--- src/rtl/pipeline_hazard_ctrl_pkg.sv ---
// Shared encodings for the pipeline hazard controller: controller states,
// forwarding selects and the bundle of pipeline-register enables/flushes.
package pipeline_hazard_ctrl_pkg;

  typedef enum logic [1:0] {
    ST_RUN    = 2'b00,
    ST_FREEZE = 2'b01,
    ST_BUBBLE = 2'b10
  } ctrl_state_t;

  typedef enum logic [1:0] {
    FWD_RF  = 2'b00,
    FWD_MEM = 2'b01,
    FWD_WB  = 2'b10
  } fwd_sel_t;

  // Field order matches the bit order used by the constants below.
  typedef struct packed {
    logic pc_en;
    logic if_id_en;
    logic id_ex_en;
    logic ex_mem_en;
    logic mem_wb_en;
    logic if_id_flush;
    logic id_ex_flush;
  } pipe_ctrl_t;

  // Everything advances, nothing squashed.
  localparam pipe_ctrl_t CTRL_RUN    = 7'b11111_00;
  // dmem stall: hold every register, squash nothing.
  localparam pipe_ctrl_t CTRL_FREEZE = 7'b00000_00;
  // EX redirect: advance and squash the two younger instructions.
  localparam pipe_ctrl_t CTRL_FLUSH  = 7'b11111_11;
  // Load-use: hold PC and IF/ID, inject a NOP into ID/EX.
  localparam pipe_ctrl_t CTRL_BUBBLE = 7'b00111_01;

endpackage

--- src/rtl/pipeline_hazard_ctrl_fwd_unit.sv ---
// hazard_fwd_unit: purely combinational operand-forwarding selects for the
// EX muxes and the load-use detection compare against the ID instruction.
module hazard_fwd_unit
  import pipeline_hazard_ctrl_pkg::*;
#(
  parameter int RA_W = 5
) (
  input  logic [RA_W-1:0] i_id_rs1,
  input  logic [RA_W-1:0] i_id_rs2,
  input  logic            i_id_use_rs1,
  input  logic            i_id_use_rs2,
  input  logic [RA_W-1:0] i_ex_rs1,
  input  logic [RA_W-1:0] i_ex_rs2,
  input  logic [RA_W-1:0] i_ex_rd,
  input  logic            i_ex_is_load,
  input  logic [RA_W-1:0] i_mem_rd,
  input  logic            i_mem_reg_write_en,
  input  logic [RA_W-1:0] i_wb_rd,
  input  logic            i_wb_reg_write_en,
  output fwd_sel_t        o_fwd_a_sel,
  output fwd_sel_t        o_fwd_b_sel,
  output logic            o_load_use
);

  // The youngest producer (MEM) wins over WB; x0 is hard-wired zero and is
  // never a forwarding source even if some instruction names it as rd.
  function automatic fwd_sel_t pick_src(
    input logic [RA_W-1:0] src,
    input logic            mem_we,
    input logic [RA_W-1:0] mem_rd,
    input logic            wb_we,
    input logic [RA_W-1:0] wb_rd
  );
    fwd_sel_t sel;
    sel = FWD_RF;
    if (mem_we && (mem_rd != '0) && (mem_rd == src)) begin
      sel = FWD_MEM;
    end else if (wb_we && (wb_rd != '0) && (wb_rd == src)) begin
      sel = FWD_WB;
    end
    return sel;
  endfunction

  logic w_hit_rs1;
  logic w_hit_rs2;

  // Forwarding selects for both EX operands.
  always_comb begin
    o_fwd_a_sel = pick_src(i_ex_rs1, i_mem_reg_write_en, i_mem_rd,
                           i_wb_reg_write_en, i_wb_rd);
    o_fwd_b_sel = pick_src(i_ex_rs2, i_mem_reg_write_en, i_mem_rd,
                           i_wb_reg_write_en, i_wb_rd);
  end

  // A load in EX whose rd is actually read by the ID instruction cannot be
  // forwarded in time; only sources the ID instruction really uses count.
  always_comb begin
    w_hit_rs1  = i_id_use_rs1 && (i_ex_rd == i_id_rs1);
    w_hit_rs2  = i_id_use_rs2 && (i_ex_rd == i_id_rs2);
    o_load_use = i_ex_is_load && (i_ex_rd != '0) && (w_hit_rs1 || w_hit_rs2);
  end

endmodule

--- src/rtl/pipeline_hazard_ctrl.sv ---
// pipeline_hazard_ctrl: sequences the 5-stage core's pipeline registers.
//
//   state     | meaning
//   ----------+---------------------------------------------------------
//   ST_RUN    | normal flow; load-use is evaluated
//   ST_FREEZE | previous cycle was a dmem wait (whole pipe held)
//   ST_BUBBLE | one cycle after a load-use bubble; load-use is masked
//
// Priority each cycle: dmem freeze > EX redirect > load-use bubble.
// All enables, flushes and forwarding selects are combinational; only the
// state, the saturating perf counters and the watchdog are registered.
module pipeline_hazard_ctrl
  import pipeline_hazard_ctrl_pkg::*;
#(
  parameter int RA_W         = 5,
  parameter int CNT_W        = 16,
  parameter int MEM_WAIT_MAX = 64
) (
  input  logic             i_clk,
  input  logic             i_rst,
  input  logic [RA_W-1:0]  i_id_rs1,
  input  logic [RA_W-1:0]  i_id_rs2,
  input  logic             i_id_use_rs1,
  input  logic             i_id_use_rs2,
  input  logic [RA_W-1:0]  i_ex_rs1,
  input  logic [RA_W-1:0]  i_ex_rs2,
  input  logic [RA_W-1:0]  i_ex_rd,
  input  logic             i_ex_reg_write_en,
  input  logic             i_ex_is_load,
  input  logic             i_ex_pc_sel,
  input  logic [RA_W-1:0]  i_mem_rd,
  input  logic [RA_W-1:0]  i_wb_rd,
  input  logic             i_mem_reg_write_en,
  input  logic             i_wb_reg_write_en,
  input  logic             i_dmem_req,
  input  logic             i_dmem_ready,
  output logic             o_pc_en,
  output logic             o_if_id_en,
  output logic             o_id_ex_en,
  output logic             o_ex_mem_en,
  output logic             o_mem_wb_en,
  output logic             o_if_id_flush,
  output logic             o_id_ex_flush,
  output logic [1:0]       o_fwd_a_sel,
  output logic [1:0]       o_fwd_b_sel,
  output logic [1:0]       o_ctrl_state,
  output logic [CNT_W-1:0] o_stall_cycles,
  output logic [CNT_W-1:0] o_flush_count,
  output logic             o_mem_timeout
);

  // Wait counter is wide enough to hold MEM_WAIT_MAX itself; it parks there.
  localparam int WAIT_W = (MEM_WAIT_MAX > 1) ? $clog2(MEM_WAIT_MAX + 1) : 1;
  localparam logic [WAIT_W:0]    WAIT_LIMIT = (WAIT_W + 1)'(MEM_WAIT_MAX);
  localparam logic [CNT_W-1:0]   CNT_SAT    = '1;

  ctrl_state_t       r_state;
  ctrl_state_t       w_state_next;
  pipe_ctrl_t        w_ctrl;
  fwd_sel_t          w_fwd_a;
  fwd_sel_t          w_fwd_b;
  logic              w_load_use;
  logic              w_freeze;
  logic              w_redirect;
  logic [WAIT_W-1:0] r_wait;
  logic [WAIT_W:0]   w_wait_inc;
  logic [CNT_W-1:0]  r_stall_cycles;
  logic [CNT_W-1:0]  r_flush_count;
  logic              r_mem_timeout;

  // A load that does not write rd cannot create a load-use dependency.
  hazard_fwd_unit #(
    .RA_W (RA_W)
  ) u_fwd (
    .i_id_rs1           (i_id_rs1),
    .i_id_rs2           (i_id_rs2),
    .i_id_use_rs1       (i_id_use_rs1),
    .i_id_use_rs2       (i_id_use_rs2),
    .i_ex_rs1           (i_ex_rs1),
    .i_ex_rs2           (i_ex_rs2),
    .i_ex_rd            (i_ex_rd),
    .i_ex_is_load       (i_ex_is_load && i_ex_reg_write_en),
    .i_mem_rd           (i_mem_rd),
    .i_mem_reg_write_en (i_mem_reg_write_en),
    .i_wb_rd            (i_wb_rd),
    .i_wb_reg_write_en  (i_wb_reg_write_en),
    .o_fwd_a_sel        (w_fwd_a),
    .o_fwd_b_sel        (w_fwd_b),
    .o_load_use         (w_load_use)
  );

  // While reset is asserted the pipe is released (all enables high, no
  // flushes) so nothing half-squashed is captured when reset lets go.
  always_comb begin
    w_freeze     = !i_rst && i_dmem_req && !i_dmem_ready;
    w_redirect   = !i_rst && !w_freeze && i_ex_pc_sel;
    w_ctrl       = CTRL_RUN;
    w_state_next = ST_RUN;
    if (w_freeze) begin
      // EX is held too, so a pending redirect stays valid until ready.
      w_ctrl       = CTRL_FREEZE;
      w_state_next = ST_FREEZE;
    end else if (w_redirect) begin
      // The ID instruction is squashed anyway; a load-use on it is moot.
      w_ctrl       = CTRL_FLUSH;
    end else if (!i_rst && w_load_use && (r_state != ST_BUBBLE)) begin
      // After one bubble the load sits in MEM; WB forwarding covers the rest.
      w_ctrl       = CTRL_BUBBLE;
      w_state_next = ST_BUBBLE;
    end
  end

  // State register.
  always_ff @(posedge i_clk or posedge i_rst) begin
    if (i_rst) begin
      r_state <= ST_RUN;
    end else begin
      r_state <= w_state_next;
    end
  end

  // Stall counter: every cycle the PC is held, saturating at all-ones.
  always_ff @(posedge i_clk or posedge i_rst) begin
    if (i_rst) begin
      r_stall_cycles <= '0;
    end else if (!w_ctrl.pc_en && (r_stall_cycles != CNT_SAT)) begin
      r_stall_cycles <= r_stall_cycles + 1'b1;
    end
  end

  // Flush counter: every redirect that actually fires, saturating.
  always_ff @(posedge i_clk or posedge i_rst) begin
    if (i_rst) begin
      r_flush_count <= '0;
    end else if (w_redirect && (r_flush_count != CNT_SAT)) begin
      r_flush_count <= r_flush_count + 1'b1;
    end
  end

  assign w_wait_inc = {1'b0, r_wait} + 1'b1;

  // Watchdog: count consecutive freeze cycles, reset the count when the
  // freeze ends, and latch a sticky flag once the limit is reached. The
  // flag is report-only; it never releases the freeze.
  always_ff @(posedge i_clk or posedge i_rst) begin
    if (i_rst) begin
      r_wait        <= '0;
      r_mem_timeout <= 1'b0;
    end else begin
      if (!w_freeze) begin
        r_wait <= '0;
      end else if (w_wait_inc <= WAIT_LIMIT) begin
        r_wait <= w_wait_inc[WAIT_W-1:0];
      end
      if ((WAIT_LIMIT != '0) && w_freeze && (w_wait_inc == WAIT_LIMIT)) begin
        r_mem_timeout <= 1'b1;
      end
    end
  end

  // Output mapping.
  always_comb begin
    o_pc_en        = w_ctrl.pc_en;
    o_if_id_en     = w_ctrl.if_id_en;
    o_id_ex_en     = w_ctrl.id_ex_en;
    o_ex_mem_en    = w_ctrl.ex_mem_en;
    o_mem_wb_en    = w_ctrl.mem_wb_en;
    o_if_id_flush  = w_ctrl.if_id_flush;
    o_id_ex_flush  = w_ctrl.id_ex_flush;
    o_fwd_a_sel    = w_fwd_a;
    o_fwd_b_sel    = w_fwd_b;
    o_ctrl_state   = r_state;
    o_stall_cycles = r_stall_cycles;
    o_flush_count  = r_flush_count;
    o_mem_timeout  = r_mem_timeout;
  end

endmodule

--- config.mk ---
export PLATFORM = sky130hd
export DESIGN_NAME = pipeline_hazard_ctrl
export DESIGN_NICKNAME = d
export VERILOG_FILES = /design/src/rtl/pipeline_hazard_ctrl_pkg.sv /design/src/rtl/pipeline_hazard_ctrl_fwd_unit.sv /design/src/rtl/pipeline_hazard_ctrl.sv
export SDC_FILE = /design/constraint.sdc
export NUM_CORES = 1
export LEC_CHECK = 0
export BUFFER_PORTS_ARGS = -buffer_cell sky130_fd_sc_hd__buf_4
export CAP_MARGIN = 20
export CORE_MARGIN = 2
export CORE_UTILIZATION = 50
export CTS_CLUSTER_DIAMETER = 30
export DETAILED_ROUTE_END_ITERATION = 10
export GPL_TIMING_DRIVEN = 0
export PLACE_DENSITY = 0.81
export SETUP_SLACK_MARGIN = 0.5
export SYNTH_ARGS = -nofsm -noshare
export SYNTH_HDL_FRONTEND = slang
export SYNTH_HIERARCHICAL = 1
export SYNTH_SLANG_ARGS = --single-unit
--- constraint.sdc ---
create_clock -name i_clk -period 3.1 [get_ports i_clk]
set_input_delay 0.465 -clock i_clk [delete_from_list [all_inputs] [get_ports i_clk]]
set_output_delay 0.465 -clock i_clk [all_outputs]
set_load 0.02 [all_outputs]
## Word-level counts from Yosys, hierarchy flattened

Index checks and enable logic that the tools add are counted.

| word-level totals | value |
|---|---|
| output and inout port bits | 46 |
| word-level logic and storage cells | 60 |
| register bits | 42 |
| bits of input ports | 46 |

| cells by class | value |
|---|---|
| order comparisons | 1 |
| mux-type cells | 12 |
| equal/unequal tests | 11 |
| reduce and logical (&&, ||, !) cells | 28 |
| $add $sub $neg | 3 |

Operators with widths:

| cell | number |
|---|---|
| $mux W7 | 5 |
| $add A16 B1 Y16 const B | 2 |
| $ne A16 B16 Y1 const B | 2 |
| $eq A5 B5 Y1 | 6 |
| $logic_and A1 B1 Y1 | 20 |
| $reduce_bool A5 Y1 | 3 |
| $mux W2 | 7 |
| $add A7 B1 Y8 const B | 1 |
| $eq A8 B7 Y1 const B | 1 |
| $le A8 B7 Y1 const B | 1 |
| $logic_not A1 Y1 | 4 |
| $ne A2 B1 Y1 const B | 1 |
| $ne A2 B2 Y1 const B | 1 |
| $logic_or A1 B1 Y1 | 1 |

## Depth between registers and ports, before layout

Gate-level depths: netlist (run 1).

| logic depth | value |
|---|---|
| depth in word-level cells | 11 |
| depth in mapped cells | 8 |

## Cells and area by module

The synthesis (run 1) kept the hierarchy.

Modules (own cells, without submodules):

| module | instances | area each (µm²) | cells each | sequential area each (µm²) |
|---|---|---|---|---|
| pipeline_hazard_ctrl | 1 | 2,142.1 | 204 | 1,051.0 |
| hazard_fwd_unit | 1 | 394.1 | 49 | 0.0 |

## Worst setup path before layout (run 1)

No wires, ideal clock.

| path | value |
|---|---|
| kind | input to register |
| from | in i_rst |
| to | reg r_stall_cycles[12] (netlist: o_stall_cycles[12]) |
| setup time | 80 ps |
| setup slack | 149 ps |
| arrival | 2,872 ps |
| stages on the path | 5 |
| path through | inv_1 > a41oi_2 > nor4b_4 > and3_1 > xor2_1 |

| between the ends | value |
|---|---|
| word-level cells in the longest chain between the ends | 10 |
| elaborated cells on any way between the ends | 13 |
| those cells by class | mux (3); reduce/logical (10) |

Ends and longest elaborated chain:

| what | line | RTL |
|---|---|---|
| start: declaration | pipeline_hazard_ctrl.sv:20 | `input logic i_rst,` |
| $logic_not A1 Y1 (no source line) * | -- |  |
| $logic_and A1 B1 Y1 (2 in a row) | pipeline_hazard_ctrl.sv:95 | `w_freeze = !i_rst && i_dmem_req && !i_dmem_ready;` |
| $logic_not A1 Y1 | -- |  |
| $logic_and A1 B1 Y1 (2 in a row) | pipeline_hazard_ctrl.sv:96 | `w_redirect = !i_rst && !w_freeze && i_ex_pc_sel;` |
| $mux W7 | pipeline_hazard_ctrl.sv:103 | `end else if (w_redirect) begin` |
| $mux W7 * | pipeline_hazard_ctrl.sv:99 | `if (w_freeze) begin` |
| $logic_not A1 Y1 * | pipeline_hazard_ctrl.sv:126 | `end else if (!w_ctrl.pc_en && (r_stall_cycles != CNT_SAT)) begin` |
| $logic_and A1 B1 Y1 * | pipeline_hazard_ctrl.sv:126 |  |
| end signal: assignment | pipeline_hazard_ctrl.sv:127 | `r_stall_cycles <= r_stall_cycles + 1'b1;` |
| end: declaration | pipeline_hazard_ctrl.sv:67 | `logic [CNT_W-1:0] r_stall_cycles;` |

Every way passes the cells marked *; elsewhere a longest branch is shown, timed or not.
A chain may end at the register's enable or synchronous reset.

## Worst setup path after layout (run 1)

| path | value |
|---|---|
| from | in i_ex_rd[1] |
| to | out o_pc_en |

| between the ends | value |
|---|---|
| word-level cells in the longest chain between the ends | 9 |
| elaborated cells on any way between the ends | 13 |
| those cells by class | eq/ne (2); mux (3); reduce/logical (8) |

Ends and longest elaborated chain:

| what | line | RTL |
|---|---|---|
| start: declaration | pipeline_hazard_ctrl.sv:27 | `input logic [RA_W-1:0] i_ex_rd,` |
| $eq A5 B5 Y1, on equally long branches | pipeline_hazard_ctrl_fwd_unit.sv:58, pipeline_hazard_ctrl_fwd_unit.sv:59 |  |
| $logic_and A1 B1 Y1, on equally long branches | pipeline_hazard_ctrl_fwd_unit.sv:58, pipeline_hazard_ctrl_fwd_unit.sv:59 |  |
| $logic_or A1 B1 Y1 | pipeline_hazard_ctrl_fwd_unit.sv:60 | `o_load_use = i_ex_is_load && (i_ex_rd != '0) && (w_hit_rs1 \|\| w_hit_rs2);` |
| $logic_and A1 B1 Y1 * | pipeline_hazard_ctrl_fwd_unit.sv:60 |  |
| via w_load_use | pipeline_hazard_ctrl.sv:62 | `logic w_load_use;` |
| $logic_and A1 B1 Y1 * (2 in a row) | pipeline_hazard_ctrl.sv:106 | `end else if (!i_rst && w_load_use && (r_state != ST_BUBBLE)) begin` |
| $mux W7 * | pipeline_hazard_ctrl.sv:106 |  |
| $mux W7 * | pipeline_hazard_ctrl.sv:103 |  |
| $mux W7 * | pipeline_hazard_ctrl.sv:99 |  |
| end: declaration | pipeline_hazard_ctrl.sv:37 | `output logic o_pc_en,` |

The timed path passes the listed nets; every way through them passes the cells marked *.

==> impl_metrics.env, run 1 <==
export IMPL_start_util_pct=52.6
export IMPL_swShare_pct=33.5
export IMPL_stdcell_area_um2=3470
export IMPL_cp_end_kind="primary output"
export IMPL_seq_area_frac_synth_pct=41.4
export IMPL_die_x_um=75.2
export IMPL_worst_slew_pin_slew_ns=0.719
export IMPL_crit_type="in2out"
export IMPL_cts_setup_buffers=0
export IMPL_cp_start_kind="input port"
export IMPL_wl_per_cell_um=14.8
export IMPL_grt_pass1_wl_mm=9.19
export IMPL_cpMaxStageDelayCell="or4_1"
export IMPL_die_height_um=75.2
export IMPL_routed_wl_mm=6.26
export IMPL_hold_viol=0
export IMPL_core_area_um2=4820
export IMPL_rsz0062_at_grt="true"
export IMPL_ys_warnings_count=6
export IMPL_muxShareOfSynthArea_pct=2.57
export IMPL_clkLatencyLatePin_ns=0.30
export IMPL_cp_top_family="compound AO/OA/AOI/OAI gates"
export IMPL_cts_root_buf="clkbuf_8"
export IMPL_cp_arrival_ns=2.14
export IMPL_relSlewSlack_pct=51.6
export IMPL_avgSynthCellArea_um2=10.0
export IMPL_path_cells="buf_4, or4_1, o21ai_0, a21oi_2, a41oi_4, buf_6, buf_4"
export IMPL_critPathMaxStageDelay_ns=0.57
export IMPL_gr_total_overflow=0
export IMPL_reg2reg_depth=5
export IMPL_power_w=0.00152
export IMPL_grt_max_degree=23
export IMPL_p_int_w=0.00101
export IMPL_hold_path_class="in2async"
export IMPL_synth_top_family_by_area="simple AND/OR/NAND/NOR gates"
export IMPL_crit_buf_inv=3
export IMPL_gp_congestion=0.817
export IMPL_fin_crit_ns=2.61
export IMPL_clock_path_buffers=2
export IMPL_timing_fmax_mhz=384
export IMPL_synth_fa_ha_area_share_pct=1.48
export IMPL_die_area_um2=5660
export IMPL_drt_first_pass_iters=4
export IMPL_syn_cell_area_um2=2540
export IMPL_dr_total_vias=2260
export IMPL_antenna_found_initial=0
export IMPL_track_usage_pct=21.6
export IMPL_clock_skew_ns=0.00875
export IMPL_h_tree_depth=2
export IMPL_pwr_share_comb_pct=29.2
export IMPL_synthCells=253
export IMPL_num_rows=25
export IMPL_p_per_area_nw_per_um2=437
export IMPL_synth_compound_area_share_pct=6.36
export IMPL_timing_setup_tns_ns=0
export IMPL_synth_cell_types=48
export IMPL_p_leak_nw=1.64
export IMPL_area_growth_syn_to_layout_pct=37.0
export IMPL_portBuffers=91
export IMPL_drt_iter0_drc=97
export IMPL_synth_flop_cell="dfrtp_1"
export IMPL_max_vdd_ir_drop_mv=0.337
export IMPL_cap_violations=0
export IMPL_status="complete, no violations"
export IMPL_synth_edf_count=0
export IMPL_cpMostUsedCell="buf_4"
export IMPL_final_cell_mix="buf_4, dfrtp_1, xor2_1, xnor2_1"
export IMPL_drc=0
export IMPL_p_switching_w=0.000509
export IMPL_setup_viol=0
export IMPL_p_clk_share_pct=24.2
export IMPL_place_area_um2=3330
export IMPL_required_ns=2.63
export IMPL_final_common_cell="buf_4"
export IMPL_cts_buffers=5
export IMPL_async_flop_share_pct=100
export IMPL_drive_gt1_share_pct=37.2
export IMPL_timing_rr_start="o_flush_count[0]$_DFFE_PP0P_"
export IMPL_place_hpwl_mm=4.67
export IMPL_diodes=0
export IMPL_r2r_setup_slack_ns=1.02
export IMPL_synthesis_nets=302
export IMPL_cts_sinks=42
export IMPL_via_per_inst=5.36
export IMPL_rr_endpoint="o_flush_count[1]$_DFFE_PP0P_"
export IMPL_seq_power_share_pct=46.5
export IMPL_synth_xor_area_share_pct=19.7
export IMPL_grt_pass1_vias=2049
export IMPL_timing_final_crit_share_pct=84.1
export IMPL_nets=403
export IMPL_io_pins=92
export IMPL_cp_max_fo=8
export IMPL_clk_pin_slew_ns=0.08
export IMPL_synth_simple_area_share_pct=25.8
export IMPL_cts_tree="yes"
export IMPL_ys_seq_elements=42
export IMPL_drtAntennaViolNets=0
export IMPL_maxSlewViolCount=0
-- Yosys cell counts, types with 2 or more instances --
cell type / count / area [µm²]
or3_2: 2 / 15.0
inv_1: 7 / 26.3
xnor2_1: 24 / 210
mux2i_1: 2 / 20.0
mux2_2: 4 / 45.0
or3_1: 3 / 18.8
nor4_2: 3 / 37.5
a31oi_1: 2 / 12.5
nor4_1: 6 / 37.5
o21ai_0: 3 / 15.0
xor2_1: 33 / 289
a21oi_1: 5 / 25.0
and4_1: 2 / 17.5
nor2_1: 18 / 67.6
dfrtp_1: 42 / 1050
and2_1: 4 / 25.0
and3_1: 8 / 50.1
nand3_1: 17 / 85.1
nor3_1: 4 / 20.0
nand2_1: 18 / 67.6
buf_4: 3 / 22.5
ha_1: 3 / 37.5
nand4_1: 10 / 62.6
or4_1: 6 / 45.0
-- flip-flops by register name (all words and copies together), names as in the netlist --
name	cells
o_flush_count	16
o_stall_cycles	16
r_wait	7
o_ctrl_state	2
o_mem_timeout	1
-- cells by family (layout without fill, tap and decap cells) --
kind of cell    after synthesis  in the layout
simple gates                111            111
xor+xnor                     57             57
flops                        42             42
compound gates               21             21
buf+inv                      13            115
mux                           6              6
fa+ha+maj                     3              3
-- stage by stage --
stage	cells	util, %	worst slack (ns)	hold slack (ns)
2_1_floorplan	253	-	0.524	0.503
6_report	422	72.1	0.493	0.181
3_3_place_gp	411	69.2	0.0586	0.463
4_1_cts	420	71.5	0.515	0.260
5_1_grt	422	72.1	0.474	0.198
3_5_place_dp	411	69.2	0.0450	0.466
-- power by group through the flow --
| stage | Sequential [W] | Clock [W] | Combinational (W) |
|---|---|---|---|
| 3_5_place_dp | 0.000716 | 0 | 0.000439 |
| 2_1_floorplan | 0.000777 | 0 | 0.000161 |
| 6_report | 0.000706 | 0.000368 | 0.000443 |
| 4_1_cts | 0.000706 | 0.000379 | 0.000443 |
| 3_3_place_gp | 0.000715 | 0 | 0.000429 |
| 5_1_grt | 0.000718 | 0.000400 | 0.000480 |
-- what timing repair did --
item / in CTS / in global routing
hold buffers: 0 / 0
pin swaps: 0 / 0
hold endpoints to repair: 0 / 0
setup endpoints to repair: 6 / 3
resized for setup: 2 / 2
gates cloned: 1 / 1
-- worst max path at each step --
stage / startpoint / endpoint / slack (ns) / cells after the start
2_1_floorplan: i_rst / o_pc_en / 0.52 / 5
3_3_place_gp: i_rst / o_pc_en / 0.06 / 7
3_5_place_dp: i_rst / o_pc_en / 0.04 / 7
4_1_cts: i_rst / o_pc_en / 0.52 / 7
5_1_grt: i_ex_rd[1] / o_pc_en / 0.47 / 7
6_report: i_ex_rd[1] / o_pc_en / 0.49 / 7
-- area by class of cell --
class	instances	area [µm²]
multi-input combinational	198	1460
fill	403	1340
sequential	42	1050
timing repair buffer	92	698
tap	67	83.8
clock buffer	6	82.6
buffer	5	42.5
inverter	8	36.3
clock inverter	2	12.5
timing repair inverter	2	10.0
-- per-layer routing --
metal  up-vias  global-route usage (%)  wire length [µm]  part of all wire (%)
met1      1080                    26.5              2570                    41
li1       1101                       -                 -                     -
met2        70                    36.6              3070                    49
met5         -                       0                 0                     0
met4         0                    7.80                97                   1.6
met3         9                    5.89               519                   8.3
(Power assumes the default switching activity.)
==> inputs of run 2 (changes only) <==
ABC_AREA = 1   (was default)
CORE_UTILIZATION = 47   (was 50)
PLACE_DENSITY = 0.77   (was 0.81)
clock period = 2.2 ns   (was 3.1 ns; I/O delays follow)
==> impl_metrics.env, run 2 <==
export IMPL_crit_type="in2out"
export IMPL_gr_total_overflow=0
export IMPL_drtAntennaViolNets=0
export IMPL_p_per_area_nw_per_um2=621
export IMPL_seq_area_frac_synth_pct=34.5
export IMPL_ys_warnings_count=6
export IMPL_stdcell_area_um2=4360
export IMPL_grt_max_degree=23
export IMPL_p_switching_w=0.000997
export IMPL_worst_slew_pin_slew_ns=0.546
export IMPL_portBuffers=91
export IMPL_final_cell_mix="nand2_1, buf_4, nor2_1, inv_1, dfrtp_1"
export IMPL_synth_cell_types=29
export IMPL_rsz0062_at_grt="true"
export IMPL_synth_flop_cell="dfrtp_1"
export IMPL_cts_root_buf="clkbuf_8"
export IMPL_clk_pin_slew_ns=0.09
export IMPL_timing_fmax_mhz=529
export IMPL_synthCells=448
export IMPL_cp_arrival_ns=1.56
export IMPL_ys_top_cells_by_area="dfrtp_1, nand2_1, nor2_1, xor2_1, inv_1"
export IMPL_cp_max_fo=2
export IMPL_grt_pass1_vias=3187
export IMPL_p_int_w=0.00171
export IMPL_busiest_layer="met2"
export IMPL_synthesis_nets=497
export IMPL_setup_viol=0
export IMPL_relSlewSlack_pct=63.4
export IMPL_clkLatencyLatePin_ns=0.31
export IMPL_cap_violations=0
export IMPL_cpMaxStageDelayCell="a21oi_2"
export IMPL_cp_top_family="simple AND/OR/NAND/NOR gates"
export IMPL_dpl_cell_count=616
export IMPL_avgSynthCellArea_um2=6.80
export IMPL_status="complete, no violations"
export IMPL_timing_setup_tns_ns=0
export IMPL_drc=0
export IMPL_final_common_cell="nand2_1"
export IMPL_routed_wl_mm=8.39
export IMPL_area_growth_syn_to_layout_pct=43.0
export IMPL_start_util_pct=48.3
export IMPL_p_leak_nw=2.25
export IMPL_core_area_um2=6310
export IMPL_drt_iter0_drc=90
export IMPL_pwr_share_comb_pct=38.1
export IMPL_diodes=0
export IMPL_cp_start_kind="input port"
export IMPL_wl_per_cell_um=13.0
export IMPL_syn_cell_area_um2=3050
export IMPL_synth_area_leader_cell="dfrtp_1"
export IMPL_max_vdd_ir_drop_mv=0.565
export IMPL_die_area_um2=7150
export IMPL_io_pins=92
export IMPL_required_ns=1.87
export IMPL_gp_congestion=0.844
export IMPL_ys_seq_elements=42
export IMPL_place_area_um2=3850
export IMPL_use_met3_pct=5.01
export IMPL_h_tree_depth=2
export IMPL_die_x_um=84.5
export IMPL_cts_tree="yes"
export IMPL_grt_pass1_wl_mm=13.5
export IMPL_drt_first_pass_iters=4
export IMPL_p_clk_share_pct=23.3
export IMPL_cts_buffers=5
export IMPL_via_per_inst=5.03
export IMPL_dr_total_vias=3238
export IMPL_synth_top_cell_area_share_pct=34.5
export IMPL_synth_edf_count=0
export IMPL_nets=615
export IMPL_track_usage_pct=22.8
export IMPL_fin_crit_ns=1.89
export IMPL_async_flop_share_pct=100
export IMPL_crit_buf_inv=5
export IMPL_swShare_pct=36.9
export IMPL_cts_sinks=42
export IMPL_synth_most_common_cell="nand2_1"
export IMPL_hold_viol=0
export IMPL_maxSlewViolCount=0
export IMPL_clock_path_buffers=2
export IMPL_drive_gt1_share_pct=35.1
export IMPL_synth_common_cells="nand2_1, nor2_1, inv_1, dfrtp_1"
export IMPL_antenna_found_initial=0
export IMPL_timing_final_crit_share_pct=85.9
export IMPL_final_util_pct=69.0
export IMPL_use_met2_pct=40.4
export IMPL_instances_no_fill=644
export IMPL_seq_power_share_pct=38.6
export IMPL_fin_hold_ws_ns=0.0779
export IMPL_grt_util_met1_pct=27.6
export IMPL_clock_skew_ns=0.00820
export IMPL_num_rows=29
export IMPL_hold_path_class="in2async"
export IMPL_critPathMaxStageDelay_ns=0.15
export IMPL_cp_end_kind="primary output"
export IMPL_path_cells="buf_4, inv_2, nand2_1, nand2_2, nor2_2, nand3_1, a21oi_1, nand2_1, a21oi_2, nand2_2, nand2_4, inv_4, buf_6, buf_6"
export IMPL_die_height_um=84.5
export IMPL_place_hpwl_mm=5.61
==> run 2: area by class of cell <==
| class | instances | area, µm² |
|---|---|---|
| timing repair inverter | 2 | 10.0 |
| sequential | 42 | 1050 |
| clock inverter | 2 | 37.5 |
| inverter | 65 | 270 |
| tap | 77 | 96.3 |
| buffer | 6 | 67.6 |
| timing repair buffer | 109 | 928 |
| fill | 539 | 1960 |
| clock buffer | 6 | 72.6 |
| multi-input combinational | 335 | 1820 |
==> run 2: worst register-to-register path, stage by stage, from the launching register on <==
cell	delay (ns)
dfrtp_1	0.44
ha_4	0.19
nand3_2	0.13
nor3_4	0.24
nand3_2	0.14
nand2_8	0.15
inv_8	0.05
clkbuf_16	0.15
nand2_1	0.06
nand2_1	0.04
==> run 2: kinds of logic after synthesis <==
kind of cell,Yosys count,synth area share (%)
and+or+nand+nor,274,39.5
buffers and inverters,71,10.0
DFF,42,34.5
AOI/OAI and AO/OA,26,5.54
xor gates and xnor gates,32,9.20
adders and majority gates,3,1.23
==> run 2: path summary, 6_finish.rpt <==
kind                                               start                             end  slack [ns]  cells past startpoint
setup / recovery                             i_id_rs2[0]                         o_pc_en        0.31                     14
hold / removal                                     i_rst   o_stall_cycles[0]$_DFFE_PP0P_        0.08                      2
setup reg to reg           o_stall_cycles[0]$_DFFE_PP0P_  o_stall_cycles[14]$_DFFE_PP0P_        0.51                      9
hold reg to reg                o_mem_timeout$_DFFE_PP0P_       o_mem_timeout$_DFFE_PP0P_        0.49                      2
max in group asynchronous                          i_rst    o_flush_count[4]$_DFFE_PP0P_        1.71                      3
min in group i_clk                                 i_rst       o_ctrl_state[0]$_DFF_PP0_        0.30                      2
==> run 2: per-layer routing <==
layer,vias to the layer above,part of all wire [%],routed length (µm)
met5,-,0,0
met4,0,1.4,121
met3,16,5.9,492
met2,80,51,4280
met1,1524,42,3490
li1,1618,-,-
==> run 2: per-stage QoR <==
| stage | total power (W) | setup WS [ns] |
|---|---|---|
| global route | 0.00286 | 0.201 |
| floorplan | 0.00155 | 0.290 |
| detailed placement | 0.00192 | -0.309 |
| global placement | 0.00190 | -0.268 |
| CTS | 0.00259 | 0.322 |
| finish | 0.00271 | 0.311 |
==> run 2: power groups by stage <==
| stage | Combinational, W | Clock, W | Sequential [W] |
|---|---|---|---|
| floorplan | 0.000377 | 0 | 0.00117 |
| global placement | 0.000842 | 0 | 0.00105 |
| detailed placement | 0.000859 | 0 | 0.00106 |
| CTS | 0.000924 | 0.000632 | 0.00103 |
| global route | 0.00114 | 0.000664 | 0.00106 |
| finish | 0.00103 | 0.000631 | 0.00105 |
==> run 2: repair_timing <==
action	in CTS	in global routing
pin swaps	10	22
cloned	2	2
hold buffers	0	0
endpoints found under the hold margin	0	0
gates resized for setup	16	34
setup buffers	10	5
endpoints found under the setup margin	42	36
